==> src/rtl/misr_pkg.sv <==
// Shared types, default constants and the y-vector fold used by the response
// signature collector.
package misr_pkg;

  typedef enum logic [1:0] {
    IDLE    = 2'd0,
    COMPACT = 2'd1,
    DRAIN   = 2'd2
  } state_e;

  localparam int          DEF_DATA_W = 241;
  localparam int          DEF_SIG_W  = 32;
  localparam int          DEF_CNT_W  = 16;
  localparam logic [31:0] DEF_POLY   = 32'h04C1_1DB7;
  localparam logic [31:0] DEF_SEED   = 32'h0000_0000;
  localparam int          DEF_NCHUNK = (DEF_DATA_W + DEF_SIG_W - 1) / DEF_SIG_W;

  // Zero-pad y to a whole number of chunks, then XOR the chunks together.
  function automatic logic [DEF_SIG_W-1:0] misr_fold(input logic [DEF_DATA_W-1:0] y);
    logic [DEF_NCHUNK*DEF_SIG_W-1:0] pad;
    logic [DEF_SIG_W-1:0]            acc;
    pad                   = '0;
    pad[DEF_DATA_W-1:0]   = y;
    acc                   = '0;
    for (int k = 0; k < DEF_NCHUNK; k++) begin
      acc = acc ^ pad[k*DEF_SIG_W +: DEF_SIG_W];
    end
    return acc;
  endfunction

endpackage

==> src/rtl/misr_core.sv <==
// Multiple-input signature register: seed load, enable-gated shift with
// polynomial feedback, XOR-in of the folded sample.
module misr_core
  import misr_pkg::*;
#(
  parameter int             W    = DEF_SIG_W,
  parameter logic [W-1:0]   POLY = DEF_POLY,
  parameter logic [W-1:0]   SEED = DEF_SEED
) (
  input  logic         clk,
  input  logic         rst,
  input  logic         load_seed,
  input  logic         en,
  input  logic [W-1:0] data_in,
  output logic [W-1:0] value
);

  logic [W-1:0] value_q;
  logic [W-1:0] value_d;

  // Next signature: seed load has priority over a compaction step.
  always_comb begin
    value_d = value_q;
    if (load_seed) begin
      value_d = SEED;
    end else if (en) begin
      value_d = {value_q[W-2:0], 1'b0} ^ (value_q[W-1] ? POLY : {W{1'b0}}) ^ data_in;
    end else begin
      value_d = value_q;
    end
  end

  // Signature register.
  always_ff @(posedge clk) begin
    if (rst) begin
      value_q <= SEED;
    end else begin
      value_q <= value_d;
    end
  end

  assign value = value_q;

endmodule

==> src/rtl/resp_misr_drain.sv <==
// Compacts the DUT output vector into a MISR over a programmed number of valid
// samples, then drains the signature MS byte first over valid/ready.
module resp_misr_drain
  import misr_pkg::*;
#(
  parameter int                 DATA_W = DEF_DATA_W,
  parameter int                 SIG_W  = DEF_SIG_W,
  parameter logic [SIG_W-1:0]   POLY   = DEF_POLY,
  parameter logic [SIG_W-1:0]   SEED   = DEF_SEED,
  parameter int                 CNT_W  = DEF_CNT_W
) (
  input  logic              clk,
  input  logic              rst,
  input  logic              start,
  input  logic [CNT_W-1:0]  num_cycles,
  input  logic [DATA_W-1:0] y_in,
  input  logic              y_valid,
  output logic              sig_valid,
  input  logic              sig_ready,
  output logic [7:0]        sig_data,
  output logic              busy,
  output logic              done,
  output logic [SIG_W-1:0]  sig_value
);

  localparam int NBYTES = SIG_W / 8;
  localparam int IDX_W  = (NBYTES > 1) ? $clog2(NBYTES) : 1;
  localparam int NCHUNK = (DATA_W + SIG_W - 1) / SIG_W;

  state_e             state_q, state_d;
  logic [CNT_W-1:0]   rem_q, rem_d;
  logic [IDX_W-1:0]   idx_q, idx_d;
  logic               done_q, done_d;
  logic               load_seed;
  logic               misr_en;
  logic [SIG_W-1:0]   fold;
  logic [SIG_W-1:0]   misr;

  if (DATA_W == DEF_DATA_W && SIG_W == DEF_SIG_W) begin : g_fold_pkg
    assign fold = misr_fold(y_in);
  end else begin : g_fold_gen
    logic [NCHUNK*SIG_W-1:0] y_pad;
    // Same fold as the package helper, for non-default widths.
    always_comb begin
      y_pad             = '0;
      y_pad[DATA_W-1:0] = y_in;
      fold              = '0;
      for (int k = 0; k < NCHUNK; k++) begin
        fold = fold ^ y_pad[k*SIG_W +: SIG_W];
      end
    end
  end

  misr_core #(.W(SIG_W), .POLY(POLY), .SEED(SEED)) u_misr (
    .clk       (clk),
    .rst       (rst),
    .load_seed (load_seed),
    .en        (misr_en),
    .data_in   (fold),
    .value     (misr)
  );

  // State, sample counter, byte index and done pulse registers.
  always_ff @(posedge clk) begin
    if (rst) begin
      state_q <= IDLE;
      rem_q   <= '0;
      idx_q   <= '0;
      done_q  <= 1'b0;
    end else begin
      state_q <= state_d;
      rem_q   <= rem_d;
      idx_q   <= idx_d;
      done_q  <= done_d;
    end
  end

  // Next-state logic. The done cycle is still the tail of a run, so a start
  // arriving with done is dropped.
  always_comb begin
    state_d   = state_q;
    rem_d     = rem_q;
    idx_d     = idx_q;
    done_d    = 1'b0;
    load_seed = 1'b0;
    misr_en   = 1'b0;
    case (state_q)
      IDLE: begin
        if (start && !done_q) begin
          state_d   = COMPACT;
          rem_d     = (num_cycles == {CNT_W{1'b0}}) ? CNT_W'(1) : num_cycles;
          idx_d     = '0;
          load_seed = 1'b1;
        end else begin
          state_d = IDLE;
        end
      end
      COMPACT: begin
        if (y_valid) begin
          misr_en = 1'b1;
          if (rem_q == CNT_W'(1)) begin
            state_d = DRAIN;
            idx_d   = '0;
          end else begin
            rem_d = rem_q - CNT_W'(1);
          end
        end else begin
          state_d = COMPACT;
        end
      end
      DRAIN: begin
        if (sig_ready) begin
          if (idx_q == IDX_W'(NBYTES - 1)) begin
            state_d = IDLE;
            idx_d   = '0;
            done_d  = 1'b1;
          end else begin
            idx_d = idx_q + IDX_W'(1);
          end
        end else begin
          state_d = DRAIN;
        end
      end
      default: begin
        state_d = IDLE;
      end
    endcase
  end

  // Outputs decoded from registered state; byte 0 of the stream is the MS byte.
  always_comb begin
    sig_valid = (state_q == DRAIN);
    busy      = (state_q != IDLE);
    done      = done_q;
    sig_value = misr;
    sig_data  = 8'h00;
    if (state_q == DRAIN) begin
      for (int b = 0; b < NBYTES; b++) begin
        if (b == NBYTES - 1 - int'(idx_q)) begin
          sig_data = misr[b*8 +: 8];
        end else begin
          sig_data = sig_data;
        end
      end
    end else begin
      sig_data = 8'h00;
    end
  end

endmodule
==> config.mk <==
export PLATFORM = sky130hd
export DESIGN_NAME = resp_misr_drain
export DESIGN_NICKNAME = d
export VERILOG_FILES = /design/src/rtl/misr_pkg.sv /design/src/rtl/misr_core.sv /design/src/rtl/resp_misr_drain.sv
export SDC_FILE = /design/constraint.sdc
export NUM_CORES = 1
export LEC_CHECK = 0
export ABC_AREA = 0
export BUFFER_PORTS_ARGS = -buffer_cell sky130_fd_sc_hd__buf_4
export CAP_MARGIN = 5
export CORE_AREA = 2 2 117 119
export DETAILED_ROUTE_END_ITERATION = 10
export DIE_AREA = 0 0 119 121
export PLACE_DENSITY = 0.78
export SYNTH_ARGS = -nofsm -noshare
export SYNTH_HDL_FRONTEND = slang
export SYNTH_HIERARCHICAL = 1
export SYNTH_SLANG_ARGS = --single-unit
==> constraint.sdc <==
create_clock -name clk -period 3.42 [get_ports clk]
set_input_delay 0.684 -clock clk [delete_from_list [all_inputs] [get_ports clk]]
set_output_delay 0.684 -clock clk [all_outputs]
set_load 0.02 [all_outputs]
==> impl_metrics.json <==
{
  "status": "completed",
  "clock.fmax_ghz": 0.361,
  "grt_setup_unrepaired": "false",
  "max_stage_delay_ns": 0.38,
  "slowest_stage": "ha_1",
  "ir_worst_vdd_mv": 0.221,
  "setup_violations": 0,
  "synth-main-ff-cell": "dfxtp_1",
  "antenna_found_initial": 0,
  "synth_top_family_by_area": "XOR/XNOR gates",
  "critical_path_depth": 8,
  "die_h_um": 121,
  "rr_endpoint": "u_misr/value[12]$_SDFFE_PP0P_",
  "period_minus_slack_ns": 2.77,
  "drive_gt1_share_pct": 39.6,
  "clock-root-buffer": "clkbuf_16",
  "cts_buffers": 5,
  "grt_pass1_vias": 5227,
  "critical_path_required_ns": 2.74,
  "tns_ns": 0,
  "area_delta_synth_final_pct": 48.3,
  "drtIter0Drc": 365,
  "maxSlewHeadroom_pct": 47.0,
  "stdcell_count": 1077,
  "maxCapViolations": 0,
  "ff2ff_path_depth": 6,
  "ioPinCount": 305,
  "gp_congestion": 0.877,
  "place_inst": 1069,
  "cts_resized": 0,
  "met3_usage_pct": 6.16,
  "arrival_ns": 2.09,
  "maxSlewViolCount": 0,
  "num_rows": 42,
  "wl_mm": 16.4,
  "setup_ws_ns": 0.647,
  "cts_setup_buffers": 0,
  "clock_latency_ns": 0.29,
  "syn_avg_cell_area_sq_um": 8.55,
  "leakagePower_nw": 3.16,
  "use_met2_pct": 41.2,
  "fin_skew_ns": 0.00891,
  "power_density_nw_per_um2": 324,
  "overflow": 0,
  "ys_warn_count": 6,
  "dr.pass1.iters": 4,
  "drtAntennaViolNets": 0,
  "start_util_pct": 40.0,
  "hold_path.class": "flip-flop to flip-flop",
  "cts_tree": "yes",
  "path_buf_inv": 2,
  "core_area_sq_um": 13100,
  "grtUsageMet1_pct": 25.0,
  "synth_cells": 612,
  "register_area_sq_um": 1060,
  "h-tree-depth": 2,
  "crit_top_cell": "a21oi_1",
  "synth_edf_count": 0,
  "die-area_sq_um": 14400,
  "nNetsFinal": 1168,
  "routed-via-count": 5232,
  "grt_max_degree": 34,
  "die_x_um": 119,
  "crit_start": "idx_q[0]$_SDFFE_PP0P_",
  "hpwlAfterDp_mm": 13.8,
  "ys_types": 58,
  "synthMuxAreaShare_pct": 2.49,
  "synth-adder-area-share_pct": 1.44,
  "crit_family": "compound AO/OA/AOI/OAI gates",
  "cp-end-kind": "output port",
  "path_cells": "inv_1 -> ha_1 -> nand3b_1 -> a21oi_1 -> a21oi_1 -> o21ai_0 -> and2_1 -> buf_4",
  "diodes": 0,
  "r2r_start": "state_q[0]$_SDFFE_PP0P_",
  "pre_cts_slack_ns": 0.989,
  "finalPower_w": 0.00251,
  "critPathKind": "flip-flop to output port",
  "crit_path_start_kind": "flip-flop",
  "multiInputGateArea_sq_um": 3980,
  "place.port_buffers": 304,
  "netlist_area_sq_um": 5230,
  "grt_usage_pct": 22.1,
  "clk_path_buf_depth": 2,
  "synth-compound-area-share_pct": 16.4,
  "nFillCells": 1200,
  "finalHoldViolations": 0,
  "max_slew.worst_pin.slew_ns": 0.794,
  "wl_per_cell_um": 15.2,
  "drcViolationCount": 0,
  "reg2reg_slack_ns": 1.16,
  "routed_via_density": 4.86,
  "clk_pin_slew_worst_paths_ns": 0.08,
  "cts.sinks": 53,
  "synth_xor_area_share_pct": 40.3,
  "syn-num-nets": 880,
  "cts_hold_buf": 0,
  "final_cell_mix": "buf_4, xnor2_1, dfxtp_1",
  "grt_pass1_wl_mm": 25.7,
  "layout_commonest_cell": "buf_4",
  "critPathCapture": "sig_data[5]",
  "ys_ff_latch": 53,
  "busiest_layer": "met2",
  "path_max_fanout": 16,
  "period_share_pct": 81.1,
  "synthSimpleGateAreaFrac_pct": 15.4,
  "seq_area_frac_synth_pct": 20.3,
  "ys_async_sr_fraction_pct": 0
}
[report_power, final]
group | switching (W) | internal [W]
Sequential | 0.0000562 | 0.000656
Combinational | 0.000562 | 0.000697
Clock | 0.000245 | 0.000296
[logic make-up after synthesis]
family                     count (synthesis)
xor gates and xnor gates                 241
DFF                                       53
buffers and inverters                     34
muxes                                     13
and+or+nand+nor                          149
adders and majority gates                  6
AOI/OAI and AO/OA                        116
[synthesized netlist by cell type, types with 7 or more instances]
master | n | area (sq um)
xnor2_1 | 194 | 1700
nand3b_1 | 8 | 60.1
a211oi_2 | 20 | 250
mux2i_1 | 13 | 130
buf_6 | 7 | 78.8
nor2_1 | 35 | 131
o21ai_1 | 19 | 95.1
clkbuf_1 | 14 | 52.6
nand2_1 | 42 | 158
o21ai_0 | 16 | 80.1
and2_1 | 10 | 62.6
nand2b_1 | 14 | 87.6
xor2_1 | 47 | 412
a21oi_1 | 31 | 155
dfxtp_1 | 53 | 1060
[state kept, by name (all words and copies together), names as in the netlist]
register	cells
idx_q	2
state_q	2
done	1
u_misr/value	32
rem_q	16
[how the worst min path moves through the flow]
| stage | start | end | slack (ns) | cells after the start |
|---|---|---|---|---|
| global placement | rem_q[14]$_SDFFE_PP0P_ | rem_q[14]$_SDFFE_PP0P_ | 0.46 | 1 |
| CTS | rem_q[14]$_SDFFE_PP0P_ | rem_q[14]$_SDFFE_PP0P_ | 0.50 | 1 |
| floorplan | rem_q[14]$_SDFFE_PP0P_ | rem_q[14]$_SDFFE_PP0P_ | 0.45 | 1 |
| global route | rem_q[14]$_SDFFE_PP0P_ | rem_q[14]$_SDFFE_PP0P_ | 0.52 | 1 |
| finish | rem_q[14]$_SDFFE_PP0P_ | rem_q[14]$_SDFFE_PP0P_ | 0.49 | 1 |
| detailed placement | rem_q[14]$_SDFFE_PP0P_ | rem_q[14]$_SDFFE_PP0P_ | 0.48 | 1 |
[worst register-to-register path, stage by stage, from the launching register on]
cell	delay [ns]
dfxtp_1	0.43
nor2b_1	0.16
buf_4	0.23
and2_2	0.44
nor4b_4	0.68
mux2i_1	0.14
o21ai_1	0.12
[metrics by stage]
stage	util [%]	area (sq um)	hold slack, ns
5_1_grt	59.3	7760	0.518
3_3_place_gp	58.1	7600	0.463
4_1_cts	59.3	7760	0.497
2_1_floorplan	-	5230	0.451
6_report	59.3	7760	0.495
3_5_place_dp	58.1	7600	0.480
[layer usage]
metal | vias to the layer above | part of all wire, %
met5 | - | 0
met2 | 167 | 54
met3 | 16 | 7.2
li1 | 2634 | -
met1 | 2415 | 37
met4 | 0 | 1.5
[final cells by class]
type	instances	share of cell area, %
Multi-Input combinational cell	525	51.3
Timing Repair Buffer	309	29.9
Clock inverter	2	0.226
Tap cell	176	2.84
Inverter	6	0.290
Clock buffer	6	1.79
Sequential cell	53	13.7
No activity file was read; power rests on OpenSTA's default activity.
